## src/rtl/dnn_mac_sched.sv

```systemverilog
// dnn_mac_sched: sequencer for the 4-4-2 DNN inference datapath.
// Time-multiplexes one shared MAC over all 24 weights and emits operand
// selects, accumulator strobes and writeback strobes, then pulses
// out0_ready/out1_ready as the output registers are written.
//
// Ports:
//   clk, rst_n      clock, asynchronous active-low reset
//   in_ready        start request, sampled only while idle
//   stall           datapath back-pressure; presented op is not consumed
//   busy            inference in progress
//   layer           0 = input->hidden, 1 = hidden->output
//   src_idx         source operand index
//   dst_idx         destination neuron index within the layer
//   acc_clr/acc_en  accumulator load / accumulate strobes
//   h_we/out_we     hidden / output register writeback strobes
//   out0_ready/out1_ready  one-cycle pulse after the output write lands
module dnn_mac_sched #(
   parameter int unsigned ACC_LAT = 0
) (
   input  logic       clk,
   input  logic       rst_n,
   input  logic       in_ready,
   input  logic       stall,
   output logic       busy,
   output logic       layer,
   output logic [1:0] src_idx,
   output logic [1:0] dst_idx,
   output logic       acc_clr,
   output logic       acc_en,
   output logic       h_we,
   output logic       out_we,
   output logic       out0_ready,
   output logic       out1_ready
);

   localparam int unsigned IDX_W = 2;
   localparam int unsigned CNT_W = 3;
   localparam bit HAS_DRAIN = (ACC_LAT != 0);
   localparam logic [CNT_W-1:0] DRAIN_LAST = HAS_DRAIN ? CNT_W'(ACC_LAT - 1) : '0;

   typedef enum logic [1:0] {IDLE, MAC, DRAIN, WB} state_t;

   // The state/counters describe the op that will be presented next; the
   // output registers hold the op currently presented to the datapath.
   state_t           state, state_d;
   logic             cnt_layer, cnt_layer_d;
   logic [IDX_W-1:0] cnt_src, cnt_src_d;
   logic [IDX_W-1:0] cnt_dst, cnt_dst_d;
   logic [CNT_W-1:0] drain_cnt, drain_cnt_d;

   logic             busy_d, layer_d, acc_clr_d, acc_en_d, h_we_d, out_we_d;
   logic [IDX_W-1:0] src_idx_d, dst_idx_d;
   logic             out0_ready_d, out1_ready_d;

   // Next-state and next-output logic
   always_comb begin
      state_d      = state;
      cnt_layer_d  = cnt_layer;
      cnt_src_d    = cnt_src;
      cnt_dst_d    = cnt_dst;
      drain_cnt_d  = drain_cnt;
      busy_d       = busy;
      layer_d      = layer;
      src_idx_d    = src_idx;
      dst_idx_d    = dst_idx;
      acc_clr_d    = acc_clr;
      acc_en_d     = acc_en;
      h_we_d       = h_we;
      out_we_d     = out_we;
      // Ready pulses follow the consuming edge of an output writeback only.
      out0_ready_d = out_we && (dst_idx == IDX_W'(0)) && !stall;
      out1_ready_d = out_we && (dst_idx == IDX_W'(1)) && !stall;

      // Stall only matters while an op is actually presented.
      if (!stall || !busy) begin
         busy_d    = (state != IDLE);
         layer_d   = cnt_layer;
         src_idx_d = cnt_src;
         dst_idx_d = cnt_dst;
         acc_clr_d = (state == MAC) && (cnt_src == IDX_W'(0));
         acc_en_d  = (state == MAC) && (cnt_src != IDX_W'(0));
         h_we_d    = (state == WB) && !cnt_layer;
         out_we_d  = (state == WB) && cnt_layer;

         unique case (state)
            IDLE: begin
               if (in_ready) begin
                  state_d     = MAC;
                  cnt_layer_d = 1'b0;
                  cnt_src_d   = '0;
                  cnt_dst_d   = '0;
               end
            end
            MAC: begin
               if (cnt_src == IDX_W'(3)) begin
                  if (HAS_DRAIN) begin
                     state_d     = DRAIN;
                     drain_cnt_d = DRAIN_LAST;
                  end else begin
                     state_d = WB;
                  end
               end else begin
                  cnt_src_d = cnt_src + IDX_W'(1);
               end
            end
            DRAIN: begin
               if (drain_cnt == '0) state_d = WB;
               else                 drain_cnt_d = drain_cnt - CNT_W'(1);
            end
            WB: begin
               cnt_src_d = '0;
               state_d   = MAC;
               if (!cnt_layer) begin
                  if (cnt_dst == IDX_W'(3)) begin
                     cnt_layer_d = 1'b1;
                     cnt_dst_d   = '0;
                  end else begin
                     cnt_dst_d = cnt_dst + IDX_W'(1);
                  end
               end else if (cnt_dst == IDX_W'(1)) begin
                  // Counters return to zero so the idle outputs read as zero.
                  state_d     = IDLE;
                  cnt_layer_d = 1'b0;
                  cnt_dst_d   = '0;
               end else begin
                  cnt_dst_d = cnt_dst + IDX_W'(1);
               end
            end
            default: state_d = IDLE;
         endcase
      end
   end

   // State, counter and output registers
   always_ff @(posedge clk or negedge rst_n) begin
      if (!rst_n) begin
         state      <= IDLE;
         cnt_layer  <= 1'b0;
         cnt_src    <= '0;
         cnt_dst    <= '0;
         drain_cnt  <= '0;
         busy       <= 1'b0;
         layer      <= 1'b0;
         src_idx    <= '0;
         dst_idx    <= '0;
         acc_clr    <= 1'b0;
         acc_en     <= 1'b0;
         h_we       <= 1'b0;
         out_we     <= 1'b0;
         out0_ready <= 1'b0;
         out1_ready <= 1'b0;
      end else begin
         state      <= state_d;
         cnt_layer  <= cnt_layer_d;
         cnt_src    <= cnt_src_d;
         cnt_dst    <= cnt_dst_d;
         drain_cnt  <= drain_cnt_d;
         busy       <= busy_d;
         layer      <= layer_d;
         src_idx    <= src_idx_d;
         dst_idx    <= dst_idx_d;
         acc_clr    <= acc_clr_d;
         acc_en     <= acc_en_d;
         h_we       <= h_we_d;
         out_we     <= out_we_d;
         out0_ready <= out0_ready_d;
         out1_ready <= out1_ready_d;
      end
   end

endmodule

```

## config.mk

```make
export PLATFORM = sky130hd
export DESIGN_NAME = dnn_mac_sched
export DESIGN_NICKNAME = d
export VERILOG_FILES = /design/src/rtl/dnn_mac_sched.sv
export SDC_FILE = /design/constraint.sdc
export NUM_CORES = 1
export LEC_CHECK = 0
export CELL_PAD_IN_SITES_DETAIL_PLACEMENT = 1
export CELL_PAD_IN_SITES_GLOBAL_PLACEMENT = 2
export CORE_ASPECT_RATIO = 0.9
export CORE_MARGIN = 3
export CORE_UTILIZATION = 37
export DETAILED_ROUTE_END_ITERATION = 16
export PLACE_DENSITY = 0.83
export SYNTH_ARGS = -nofsm -noshare
export SYNTH_HDL_FRONTEND = slang
export SYNTH_SLANG_ARGS = --single-unit
```

## constraint.sdc

```tcl
create_clock -name clk -period 4.5 [get_ports clk]
set_clock_uncertainty 0.15 [all_clocks]
set_input_delay 1.125 -clock clk [delete_from_list [all_inputs] [get_ports clk]]
set_output_delay 1.125 -clock clk [all_outputs]
set_load 0.005 [all_outputs]
```

Word level (Yosys, flattened, before mapping)
Cells that the tools add are included.
Storage, ports and cells
  register bits: 22
  ROM bits: 0
  RAM bits: 0
  latch bits: 0
  input bits: 4
  memories kept: 0
  logic and storage cells: 72
Operators by class
  shift operators: 0
  add/subtract/negate cells: 3
  mux-type cells: 18
  bitwise operators: 1
  divide/modulo/power cells: 0
  $mul: 0
  equality and inequality tests: 11
  reduce and logical (&&, ||, !) cells: 24
  order comparisons: 0
Operators with widths (number)
  $mux 2: 8
  $eq 2x2->1 const B: 4
  $logic_and 1x1->1: 8
  $pmux 2 s4: 1
  $reduce_and 4->1: 2
  $eq 2x1->1 const B: 3
  $logic_not 2->1: 3
  $mux 1: 6
  $ne 2x2->1 const B: 3
  $pmux 2 s3: 1
  $reduce_and 3->1: 2
  $reduce_bool 2->1: 3
  $add 2x1->2 const B: 2
  $pmux 2 s2: 1
  $logic_not 1->1: 3
  $logic_not 3->1: 1
  $reduce_bool 3->1: 1
  $sub 3x1->3 const B: 1
  $ne 2x1->1 const B: 1
  $pmux 1 s2: 1
  $logic_or 1x1->1: 1
  $not 1->1: 1

Longest topological paths before layout
Gate-level depths: netlist of run 1.
  depth after elaboration: 4
  depth in mapped cells: 6
  depth with buffers taken out: 6

Worst setup path after synthesis of run 1
No wires, ideal clock.
  path type: input-to-reg
  from: input port stall
  to: register cnt_src[1]
  buffers on the path: 1
  slack: 2.518 ns
  cell stages on the path: 4
  arrival time: 1.694 ns
  path through: and2_4 > buf_6 > o31ai_2 > o311ai_1
On the way
  cells in the longest elaborated chain, start to end: 3
RTL lines
  from (decl): line 23  | input logic stall,
  $logic_not 1->1: line 75  | if (!stall || !busy) begin
  $logic_or 1x1->1: line 75
  $reduce_and 4->1 (no line)
  to (signal assigned): line 155  | cnt_src <= cnt_src_d;
  to (decl): line 47  | logic [IDX_W-1:0] cnt_src, cnt_src_d;
No other way between the ends.
A chain may end at the register's enable or synchronous reset.

Worst setup path in the final report of run 1
  from: register dst_idx[1]
  to: output port dst_idx[1]
RTL lines
  from (decl): line 27  | output logic [1:0] dst_idx,
  from (signal assigned): line 161  | dst_idx <= dst_idx_d;
No word-level cell between the ends.

==> metrics.json, run 1 <==
{
  "timing": {
    "setup_ws_ns": 1.97,
    "finalHoldViolCount": 0,
    "worst-slew-pin-transition_ns": 0.961,
    "finalWorstPathRequiredPeriod_ns": 2.53,
    "slew_headroom": 0.357,
    "fin_crit_sh": 0.562,
    "setup_viol": 0,
    "unrepaired_setup_endpoints_after_global_routing": "no",
    "fmax_mhz": 395,
    "timing.final.max_slew_violations": 0,
    "totalNegativeSetupSlack_ns": 0
  },
  "clock_tree": {
    "htree_levels": 1,
    "post_cts_buffers": 0,
    "post_cts_hold_buffer_count": 0,
    "cts-buffers-inserted": 3,
    "clk_root_buffer_cell": "clkbuf_4",
    "post_cts_resize_count": 0,
    "cts.clk_slew.worst_paths_ns": 0.12,
    "cts-root-to-sink-buffers": 2,
    "cts_num_sinks": 22,
    "tritoncts_clock_tree": "yes",
    "clock_latency_ns": 0.31
  },
  "critical_path": {
    "setup.worst_path.end_class": "output pin",
    "worst-path-max-fanout": 4,
    "crit_path_top_delay_cell": "clkdlybuf4s50_1",
    "crit_path_cell_trace": "clkdlybuf4s50_1",
    "cp_top_family": "buffers and inverters",
    "worst_ep_arrival_time_ns": 1.26,
    "setup.worst_path.class": "flip-flop to output pin",
    "timing.critical_path.required_ns": 3.22,
    "cp_startpoint_kind": "flip-flop",
    "crit_buf_inv": 1,
    "slowest_delay_ns": 0.52
  },
  "route": {
    "detailedRoute.firstIterationViolations": 24,
    "routed_wl_mm": 2.27,
    "drtAntennaViolNets": 0,
    "detail_route.first_pass.iterations": 4,
    "vias_per_cell": 4.92,
    "wire_per_inst_um": 13.7,
    "drc_errors": 0,
    "via_count": 817
  },
  "power_and_ir_drop": {
    "power.switching_fraction": 0.378,
    "irDropWorstVdd_uv": 239,
    "total_switching_power_uw": 311,
    "cellLeakagePower_nw": 0.630,
    "combinational_cell_fraction_of_total_power": 0.455,
    "power.share.clock": 0.133,
    "pwr_density_cell_nw_per_um2": 602,
    "p_int_uw": 512,
    "pwr-share-seq": 0.412,
    "power.total_uw": 822
  },
  "cells_and_area": {
    "commonest_cells_after_routing_fill_and_taps_aside": "dfrtp_1, nand2_1, clkdlybuf4s50_1, ha_1, inv_1",
    "finish.net_count": 143,
    "flow.area_growth_from_synthesis_pct": 18.1,
    "regArea_sq_um": 551,
    "postLayoutCellArea_sq_um": 1370,
    "num-fill-cells": 339,
    "finalCoreUtilization": 0.478,
    "layout_commonest_cell": "dfrtp_1",
    "multi_input_area_sq_um": 538,
    "antenna_cells": 0,
    "drive_gt1_frac": 0.0794
  },
  "yosys": {
    "synth.cell_area_sq_um": 1160,
    "syn-instance-count": 110,
    "yosys_warnings": 0,
    "mappedNetlistNets": 126,
    "post_synth.cell_area_avg_sq_um": 10.5,
    "synth_seq_area_share": 0.476,
    "synth_unique_cells": 28,
    "synth-seq-cells": 22
  },
  "floorplan": {
    "placement_rows": 18,
    "fp.dieArea_sq_um": 3840,
    "die_h_um": 59.1,
    "top_level_ports": 16,
    "start_util": 0.405,
    "die_width_um": 65.0,
    "core-area_sq_um": 2860
  },
  "run": {
    "maxCapViolCount": 0
  },
  "run_status": {
    "outcome": "finished, final reports clean"
  },
  "placement": {
    "place_area_sq_um": 1330,
    "gp_congestion": 0.777,
    "place_hpwl_mm": 1.78,
    "preCtsSetupSlack_ns": 1.93,
    "portBuffers": 15
  },
  "grt": {
    "grt_overflow_total": 0,
    "grt_first_pass_wirelength_mm": 4.04,
    "number_of_antenna_violations_at_the_first_check_in_global_routing": 0,
    "grt_max_degree": 23,
    "first_global_vias": 876,
    "grtUsageTotal": 0.138
  },
  "worst_hold_path": {
    "hold_class": "flip-flop to flip-flop"
  }
}
==> cells by family after synthesis <==
| family | Yosys count | share of synthesized area |
|---|---|---|
| AND/OR/NAND/NOR | 39 | 0.184 |
| flip-flops | 22 | 0.476 |
| AO/OA/AOI/OAI | 17 | 0.0962 |
| buffers and inverters | 14 | 0.0595 |
| adder cells (fa/ha/maj) | 12 | 0.130 |
| multiplexers | 5 | 0.0476 |
| XOR/XNOR | 1 | 0.00757 |
==> power groups by stage <==
stage	Sequential (mW)	Combinational (mW)	Clock, mW
floorplan	0.330	0.249	0
detailed placement	0.343	0.381	0
finish	0.339	0.374	0.110
global placement	0.338	0.368	0
CTS	0.340	0.382	0.115
global route	0.353	0.426	0.125
==> worst paths after layout <==
path	from	to	slack [ns]	cells past startpoint
worst min-delay path	acc_en	acc_en	0.33	2
min in group asynchronous	rst_n	src_idx[1]	1.18	1
worst max-delay path	dst_idx[1]	dst_idx[1]	1.97	1
worst max register to register	state[0]	state[1]	2.80	5
max in group asynchronous	rst_n	dst_idx[0]	2.44	1
worst min register to register	acc_en	acc_en	0.33	2
==> synthesized netlist by cell type <==
master / number / share of area
o21ai_1: 5 / 0.022
and4bb_2: 1 / 0.011
nand2b_1: 6 / 0.032
nor2_1: 1 / 0.0032
xnor2_1: 1 / 0.0076
o2111ai_1: 1 / 0.0076
buf_2: 1 / 0.0043
nor4b_1: 2 / 0.015
nand2_2: 1 / 0.0054
o21ai_0: 4 / 0.017
mux2_4: 1 / 0.013
and2_4: 1 / 0.0076
nand2_1: 16 / 0.052
buf_6: 2 / 0.019
nor2b_1: 1 / 0.0054
nand4_2: 1 / 0.011
a211oi_1: 2 / 0.013
o311ai_1: 1 / 0.0076
nand3_1: 8 / 0.035
o211ai_1: 1 / 0.0065
dfrtp_1: 22 / 0.48
o31ai_2: 1 / 0.011
mux2i_1: 4 / 0.035
ha_1: 12 / 0.13
inv_1: 11 / 0.036
o22ai_1: 1 / 0.0054
o31ai_1: 1 / 0.0065
nand3b_1: 1 / 0.0065
==> state kept, by name (all words and copies together) (netlist names) <==
register,flops
acc_clr,1
out0_ready,1
drain_cnt,3
out1_ready,1
src_idx,2
h_we,1
busy,1
cnt_dst,2
acc_en,1
cnt_src,2
cnt_layer,1
state,2
dst_idx,2
out_we,1
layer,1
==> layer usage <==
metal / track usage / vias up / wire length (um)
met5: 0 / - / 0
met4: 0.0723 / 0 / 55
met1: 0.176 / 389 / 1120
met2: 0.226 / 14 / 1010
met3: 0.0228 / 5 / 84
li1: - / 409 / -
==> final cells by class <==
cell class                 instances  area share
sequential                        22       0.403
timing repair buffer              15       0.110
clock buffer                       4      0.0266
inverter                          11      0.0302
multi-input combinational         74       0.394
tap                               40      0.0366
==> through the flow <==
stage	std cells	hold WS (ns)
global placement	162	0.301
global route	166	0.359
detailed placement	162	0.307
finish	166	0.329
CTS	166	0.335
floorplan	110	0.296
Power figures use the tool's default switching activity.
==> run 2, diff against run 1 <==
Settings changed: CORE_UTILIZATION 37 to 34, PLACE_DENSITY 0.83 to 0.77.
Clock period 4.5 ns to 2.4 ns, I/O delays scaled along.
==> run 2 against run 1 <==
Sequential cell count stayed put; total power grew 90%; count of clock-buffer cells in the layout shrank 1; worst setup slack got worse by 1.5 ns; combinational power grew 87%; core utilization is 4.1 points lower; cell count rose by 1.2%; first-iteration DRC count decreased by 58%; sequential share of layout area down 0.44 points; non-clock buffer count up 1; critical path type unchanged; critical endpoint is now busy.
==> metrics.json, run 2 (same netlist as run 1, synthesis figures left out) <==
{
  "run_status": {
    "outcome": "finished, final reports clean"
  },
  "route": {
    "detail_route.first_pass.iterations": {"value": 3, "change": "-1"},
    "drtAntennaViolNets": {"value": 0, "change": "unchanged"},
    "drc_errors": {"value": 0, "change": "unchanged"},
    "via_count": {"value": 832, "change": "+1.8%"},
    "vias_per_cell": {"value": 4.95, "change": "+0.62%"},
    "wire_per_inst": {"value": 13.4, "unit": "um", "change": "-1.8%"},
    "detailedRoute.firstIterationViolations": {"value": 10, "change": "-58%"},
    "routed_wl": {"value": 2.26, "unit": "mm", "change": "-0.62%"}
  },
  "clock_tree": {
    "post_cts_buffers": {"value": 0, "change": "unchanged"},
    "clk_root_buffer_cell": "clkbuf_8",
    "cts-buffers-inserted": {"value": 3, "change": "unchanged"},
    "cts.clk_slew.worst_paths": {"value": 0.08, "unit": "ns", "change": "-0.04 ns"},
    "htree_levels": {"value": 1, "change": "unchanged"},
    "cts_num_sinks": {"value": 22, "change": "unchanged"},
    "post_cts_resize_count": {"value": 0, "change": "unchanged"},
    "cts-root-to-sink-buffers": {"value": 2, "change": "unchanged"},
    "post_cts_hold_buffer_count": {"value": 0, "change": "unchanged"},
    "tritoncts_clock_tree": "yes",
    "clock_latency": {"value": 0.26, "unit": "ns", "change": "-0.05 ns"}
  },
  "placement": {
    "preCtsSetupSlack": {"value": 0.366, "unit": "ns", "change": "-1.56 ns"},
    "gp_congestion": {"value": 0.811, "change": "+4.4%"},
    "portBuffers": {"value": 15, "change": "unchanged"},
    "place_area": {"value": 1340, "unit": "sq um", "change": "+0.75%"},
    "place_hpwl": {"value": 1.75, "unit": "mm", "change": "-1.8%"}
  },
  "cells_and_area": {
    "antenna_cells": {"value": 0, "change": "unchanged"},
    "finish.net_count": {"value": 144, "change": "+0.70%"},
    "layout_commonest_cell": "dfrtp_1",
    "postLayoutCellArea": {"value": 1380, "unit": "sq um", "change": "+1.1%"},
    "flow.area_growth_from_synthesis_pct": 19.4,
    "largest_reg_flops": {"value": 3, "change": "unchanged"},
    "commonest_cells_after_routing_fill_and_taps_aside": "dfrtp_1, nand2_1, clkdlybuf4s50_1, ha_1, inv_1",
    "drive_gt1_frac": {"value": 0.0794, "change": "unchanged"},
    "largest-register": "drain_cnt"
  },
  "grt": {
    "grt_first_pass_wirelength": {"value": 3.91, "unit": "mm", "change": "-3.4%"},
    "number_of_antenna_violations_at_the_first_check_in_global_routing": {"value": 0, "change": "unchanged"},
    "grt_max_degree": {"value": 23, "change": "unchanged"},
    "grtUsageTotal": {"value": 0.127, "change": "-0.0107"},
    "first_global_vias": {"value": 893, "change": "+1.9%"},
    "grt_overflow_total": {"value": 0, "change": "unchanged"}
  },
  "critical_path": {
    "endpoint": "busy",
    "setup.worst_path.end_class": "output pin",
    "worstReg2RegStart": "state[0]",
    "worst_ep_arrival_time": {"value": 1.18, "unit": "ns", "change": "-0.08 ns"},
    "setup.worst_path.class": "flip-flop to output pin",
    "reg_to_reg_endpoint": "state[1]",
    "crit_path_cell_trace": "clkdlybuf4s50_1",
    "slowest_delay": {"value": 0.52, "unit": "ns", "change": "about the same"},
    "worst-path-max-fanout": {"value": 3, "change": "-1"},
    "crit_path_top_delay_cell": "clkdlybuf4s50_1",
    "cp_startpoint_kind": "flip-flop",
    "rrSetupSlack": {"value": 0.72, "unit": "ns", "change": "-2.08 ns"},
    "setup.worst_path.start": "busy",
    "cp_top_family": "buffers and inverters",
    "reg2regPathDepth": {"value": 5, "change": "unchanged"},
    "crit_buf_inv": {"value": 1, "change": "unchanged"},
    "cp_depth": {"value": 1, "change": "unchanged"},
    "timing.critical_path.required": {"value": 1.65, "unit": "ns", "change": "-1.57 ns"}
  },
  "worst_hold_path": {
    "min_delay_path_depth": {"value": 2, "change": "unchanged"},
    "hold_class": "flip-flop to flip-flop"
  },
  "timing": {
    "worst-slew-pin-transition": {"value": 0.313, "unit": "ns", "change": "-0.648 ns"},
    "finalHoldWorstSlack": {"value": 0.317, "unit": "ns", "change": "-0.0123 ns"},
    "fin_crit_sh": 0.805,
    "finalWorstPathRequiredPeriod_ns": 1.93,
    "totalNegativeSetupSlack": {"value": 0, "unit": "ns", "change": "unchanged"},
    "timing.final.max_slew_violations": {"value": 0, "change": "unchanged"},
    "setup_viol": {"value": 0, "change": "unchanged"},
    "fmax_mhz": 518,
    "finalHoldViolCount": {"value": 0, "change": "unchanged"},
    "unrepaired_setup_endpoints_after_global_routing": "no",
    "setup_ws": {"value": 0.469, "unit": "ns", "change": "-1.50 ns"},
    "slew_headroom": {"value": 0.791, "change": "+0.434"}
  },
  "floorplan": {
    "die_h": {"value": 61.4, "unit": "um", "change": "+3.9%"},
    "core-area": {"value": 3160, "unit": "sq um", "change": "+11%"},
    "die_width": {"value": 67.5, "unit": "um", "change": "+3.9%"},
    "start_util": {"value": 0.366, "change": "-0.0386"},
    "placement_rows": {"value": 19, "change": "+1"},
    "fp.dieArea": {"value": 4140, "unit": "sq um", "change": "+7.9%"},
    "top_level_ports": {"value": 16, "change": "unchanged"}
  },
  "power_and_ir_drop": {
    "cellLeakagePower": {"value": 0.635, "unit": "nW", "change": "+0.85%"},
    "pwr_density_cell": {"value": 1130, "unit": "nW/um^2", "change": "+88%"},
    "irDropWorstVdd": {"value": 373, "unit": "uV", "change": "+56%"},
    "power.total": {"value": 1.56, "unit": "mW", "change": "+90%"}
  },
  "run": {
    "maxCapViolCount": {"value": 0, "change": "unchanged"}
  }
}
## run 2: report_power, final
part	switching, mW	internal [mW]	total, mW
combinational	0.345	0.354	0.699
clock	0.119	0.112	0.231
sequential	0.118	0.514	0.632
total	0.582	0.980	1.56
## run 2: worst min path at each step
| stage | slack (ns) | end | startpoint |
|---|---|---|---|
| floorplan | 0.15 | acc_clr | rst_n |
| global placement | 0.30 | acc_clr | acc_clr |
| detailed placement | 0.31 | h_we | h_we |
| CTS | 0.32 | h_we | h_we |
| global route | 0.36 | drain_cnt[0] | drain_cnt[0] |
| finish | 0.32 | h_we | h_we |
## run 2: per-layer routing
| layer | GRT usage | wire length, um |
|---|---|---|
| met3 | 0.0219 | 88 |
| met2 | 0.214 | 1000 |
| met4 | 0.0607 | 38 |
| met5 | 0 | 0 |
| met1 | 0.160 | 1130 |
## run 2: area by class of cell
class                           count  area [sq um]
Clock buffer                        3          41.3
Fill cell                         355          1780
Tap cell                           42          52.6
Timing Repair Buffer               16           158
Inverter                           11          41.3
Multi-Input combinational cell     74           538
Sequential cell                    22           551
## run 2: stage by stage
step / std cells / util
final: 168 / 0.437
after global routing: 168 / 0.437
after CTS: 168 / 0.437
after detailed placement: 165 / 0.424
after global placement: 165 / 0.424
after floorplan: 110 / -
## run 2: worst min-delay path: stages (launching register included)
cell and delay (ns):
dfrtp_1 0.35, nand2_1 0.05, nand2_1 0.04
==> run 3, diff against run 2 <==
Settings changed: CORE_UTILIZATION 34 to 31, PLACE_DENSITY 0.77 to 0.74.
Clock period 2.4 ns to 1.7 ns, I/O delays scaled along.
==> run 3 against run 2 <==
Non-clock buffer count is 18 higher; core utilization is 0.88 points higher; sequential cell count did not move; register-to-register slack got worse by 0.64 ns; sequential power grew 39%; global-route usage rose by 0.071 points; cell count increased by 13%; routed wire length is 18% higher; clock power rose by 63%; critical path depth unchanged; first-iteration DRC count increased by 140%; highest routed layer unchanged.
==> metrics.json, run 3 (same netlist as run 1, synthesis figures left out) <==
{
  "grt": {
    "grt_first_pass_wirelength": {"value": 4.53, "unit": "mm", "change": "+16%"},
    "first_global_vias": {"value": 997, "change": "+12%"},
    "number_of_antenna_violations_at_the_first_check_in_global_routing": {"value": 0, "change": "unchanged"},
    "grtUsageTotal": {"value": 0.128, "change": "+0.000705"},
    "grt_overflow_total": {"value": 0, "change": "unchanged"},
    "grt_max_degree": {"value": 23, "change": "unchanged"}
  },
  "timing": {
    "fmax_mhz": 604,
    "unrepaired_setup_endpoints_after_global_routing": "no",
    "finalHoldWorstSlack": {"value": 0.320, "unit": "ns", "change": "+0.00305 ns"},
    "finalWorstPathRequiredPeriod_ns": 1.66,
    "finalHoldViolCount": {"value": 0, "change": "unchanged"},
    "setup_viol": {"value": 0, "change": "unchanged"},
    "slew_headroom": {"value": 0.796, "change": "+0.00528"},
    "timing.final.max_slew_violations": {"value": 0, "change": "unchanged"},
    "worst-slew-pin-transition": {"value": 0.301, "unit": "ns", "change": "-0.0122 ns"},
    "fin_crit_sh": 0.975
  },
  "run_status": {
    "outcome": "finished, final reports clean"
  },
  "route": {
    "routed_wl": {"value": 2.66, "unit": "mm", "change": "+18%"},
    "detail_route.first_pass.iterations": {"value": 2, "change": "-1"},
    "detailedRoute.firstIterationViolations": {"value": 24, "change": "+14"},
    "wire_per_inst": {"value": 14.1, "unit": "um", "change": "+4.6%"},
    "drtAntennaViolNets": {"value": 0, "change": "unchanged"},
    "maxUsedRoutingLayer": "met4",
    "wl_met2": {"value": 1.31, "unit": "mm", "change": "+31%"},
    "via_count": {"value": 906, "change": "+8.9%"},
    "met3_routed_length": {"value": 99, "unit": "um", "change": "+13%"},
    "drc_errors": {"value": 0, "change": "unchanged"},
    "met1_length": {"value": 1.22, "unit": "mm", "change": "+8.1%"},
    "vias_per_cell": {"value": 4.79, "change": "-3.2%"}
  },
  "cells_and_area": {
    "layout_commonest_cell": "dfrtp_1",
    "num-fill-cells": {"value": 405, "change": "+14%"},
    "commonest_cells_after_routing_fill_and_taps_aside": "dfrtp_1, buf_4, nand2_1, inv_1, ha_1",
    "flow.area_growth_from_synthesis_pct": 33.9,
    "drive_gt1_frac": {"value": 0.221, "change": "+0.141"},
    "finish.net_count": {"value": 162, "change": "+13%"},
    "layoutNonFillerInstCount": {"value": 189, "change": "+13%"},
    "antenna_cells": {"value": 0, "change": "unchanged"},
    "largest-register": "drain_cnt",
    "largest_reg_flops": {"value": 3, "change": "unchanged"}
  },
  "clock_tree": {
    "cts.clk_slew.worst_paths": {"value": 0.08, "unit": "ns", "change": "about the same"},
    "cts_num_sinks": {"value": 22, "change": "unchanged"},
    "tritoncts_clock_tree": "yes",
    "cts-root-to-sink-buffers": {"value": 2, "change": "unchanged"},
    "htree_levels": {"value": 1, "change": "unchanged"},
    "cts-buffers-inserted": {"value": 3, "change": "unchanged"},
    "clock_latency": {"value": 0.26, "unit": "ns", "change": "about the same"},
    "post_cts_hold_buffer_count": {"value": 0, "change": "unchanged"},
    "clk_root_buffer_cell": "clkbuf_8"
  },
  "power_and_ir_drop": {
    "cellLeakagePower": {"value": 0.829, "unit": "nW", "change": "+31%"},
    "pwr_density_cell": {"value": 1590, "unit": "nW/um^2", "change": "+41%"},
    "power.total": {"value": 2.47, "unit": "mW", "change": "+58%"},
    "irDropWorstVdd": {"value": 699, "unit": "uV", "change": "+87%"}
  },
  "critical_path": {
    "setup.worst_path.end_class": "output pin",
    "cp_top_family": "buffers and inverters",
    "cp_depth": {"value": 1, "change": "unchanged"},
    "crit_path_top_delay_cell": "clkdlybuf4s50_1",
    "rrSetupSlack": {"value": 0.08, "unit": "ns", "change": "-0.64 ns"},
    "cp_startpoint_kind": "flip-flop",
    "reg_to_reg_endpoint": "state[1]",
    "setup.worst_path.class": "flip-flop to output pin",
    "crit_buf_inv": {"value": 1, "change": "unchanged"},
    "slowest_delay": {"value": 0.49, "unit": "ns", "change": "-0.03 ns"},
    "worst-path-max-fanout": {"value": 1, "change": "-2"},
    "worstReg2RegStart": "state[1]",
    "timing.critical_path.required": {"value": 1.12, "unit": "ns", "change": "-0.53 ns"},
    "crit_path_cell_trace": "clkdlybuf4s50_1",
    "reg2regPathDepth": {"value": 5, "change": "unchanged"},
    "worst_ep_arrival_time": {"value": 1.08, "unit": "ns", "change": "-0.10 ns"}
  },
  "placement": {
    "placed_cells_incl_taps": {"value": 177, "change": "+7.3%"},
    "gp_congestion": {"value": 0.769, "change": "-5.2%"},
    "place_hpwl": {"value": 1.98, "unit": "mm", "change": "+13%"},
    "portBuffers": {"value": 15, "change": "unchanged"}
  },
  "worst_hold_path": {
    "min_delay_path_depth": {"value": 2, "change": "unchanged"},
    "hold_class": "flip-flop to flip-flop",
    "hp-start": "h_we",
    "hold_path_end": "h_we"
  },
  "floorplan": {
    "placement_rows": {"value": 20, "change": "+1"},
    "die_h": {"value": 64.0, "unit": "um", "change": "+4.3%"},
    "core-area": {"value": 3480, "unit": "sq um", "change": "+10%"},
    "fp.dieArea": {"value": 4500, "unit": "sq um", "change": "+8.7%"},
    "top_level_ports": {"value": 16, "change": "unchanged"},
    "die_width": {"value": 70.4, "unit": "um", "change": "+4.3%"},
    "start_util": {"value": 0.333, "change": "-0.0333"}
  },
  "run": {
    "maxCapViolCount": {"value": 0, "change": "unchanged"}
  }
}
==> run 3: changes by cell type in the layout (fill, tap and decap cells not counted), sizes merged <==
cell,change
buf,+18
clkbuf,+1
clkdlybuf4s50,-11
dlygate4sd2,+6
dlymetal6s2s,+5
==> run 3: final cells by class <==
cell class,count,area (sq um),share of cell area
Multi-Input combinational cell,74,551,0.355
Clock buffer,4,55.1,0.0355
Inverter,11,41.3,0.0266
Tap cell,44,55.1,0.0355
Sequential cell,22,551,0.355
Timing Repair Buffer,34,298,0.192
==> run 3: power by group <==
group,switching [mW],internal (mW)
Sequential,0.151,0.726
Combinational,0.580,0.637
Clock,0.171,0.207
Total,0.901,1.57
==> run 3: worst max path at each step <==
stage	startpoint	to	slack (ns)
2_1_floorplan	drain_cnt[0]	state[1]	0.12
3_3_place_gp	in_ready	state[1]	-0.06
3_5_place_dp	in_ready	state[1]	-0.1
4_1_cts	acc_clr	acc_clr	0.00003
5_1_grt	out0_ready	out0_ready	0.0004
6_report	out0_ready	out0_ready	0.04
==> run 3: per-layer routing <==
layer | vias to the layer above | GRT usage
li1 | 441 | -
met1 | 448 | 0.146
met4 | 0 | 0.0359
met2 | 12 | 0.230
met3 | 5 | 0.0393
met5 | - | 0
==> run 3: through the flow <==
stage	area (sq um)	utilization	TNS, ns	setup slack (ns)
after floorplan	1160	-	0	0.120
after global placement	1420	0.408	-0.202	-0.0559
after detailed placement	1420	0.408	-0.718	-0.0962
after CTS	1510	0.434	0	0.0000309
after global routing	1550	0.446	0	0.000441
final	1550	0.446	0	0.0430
==> run 3: what timing repair did <==
item,CTS,global route
gates resized for setup,6,8
pin swaps,0,0
setup buffers,6,2
setup endpoints to repair,8,10
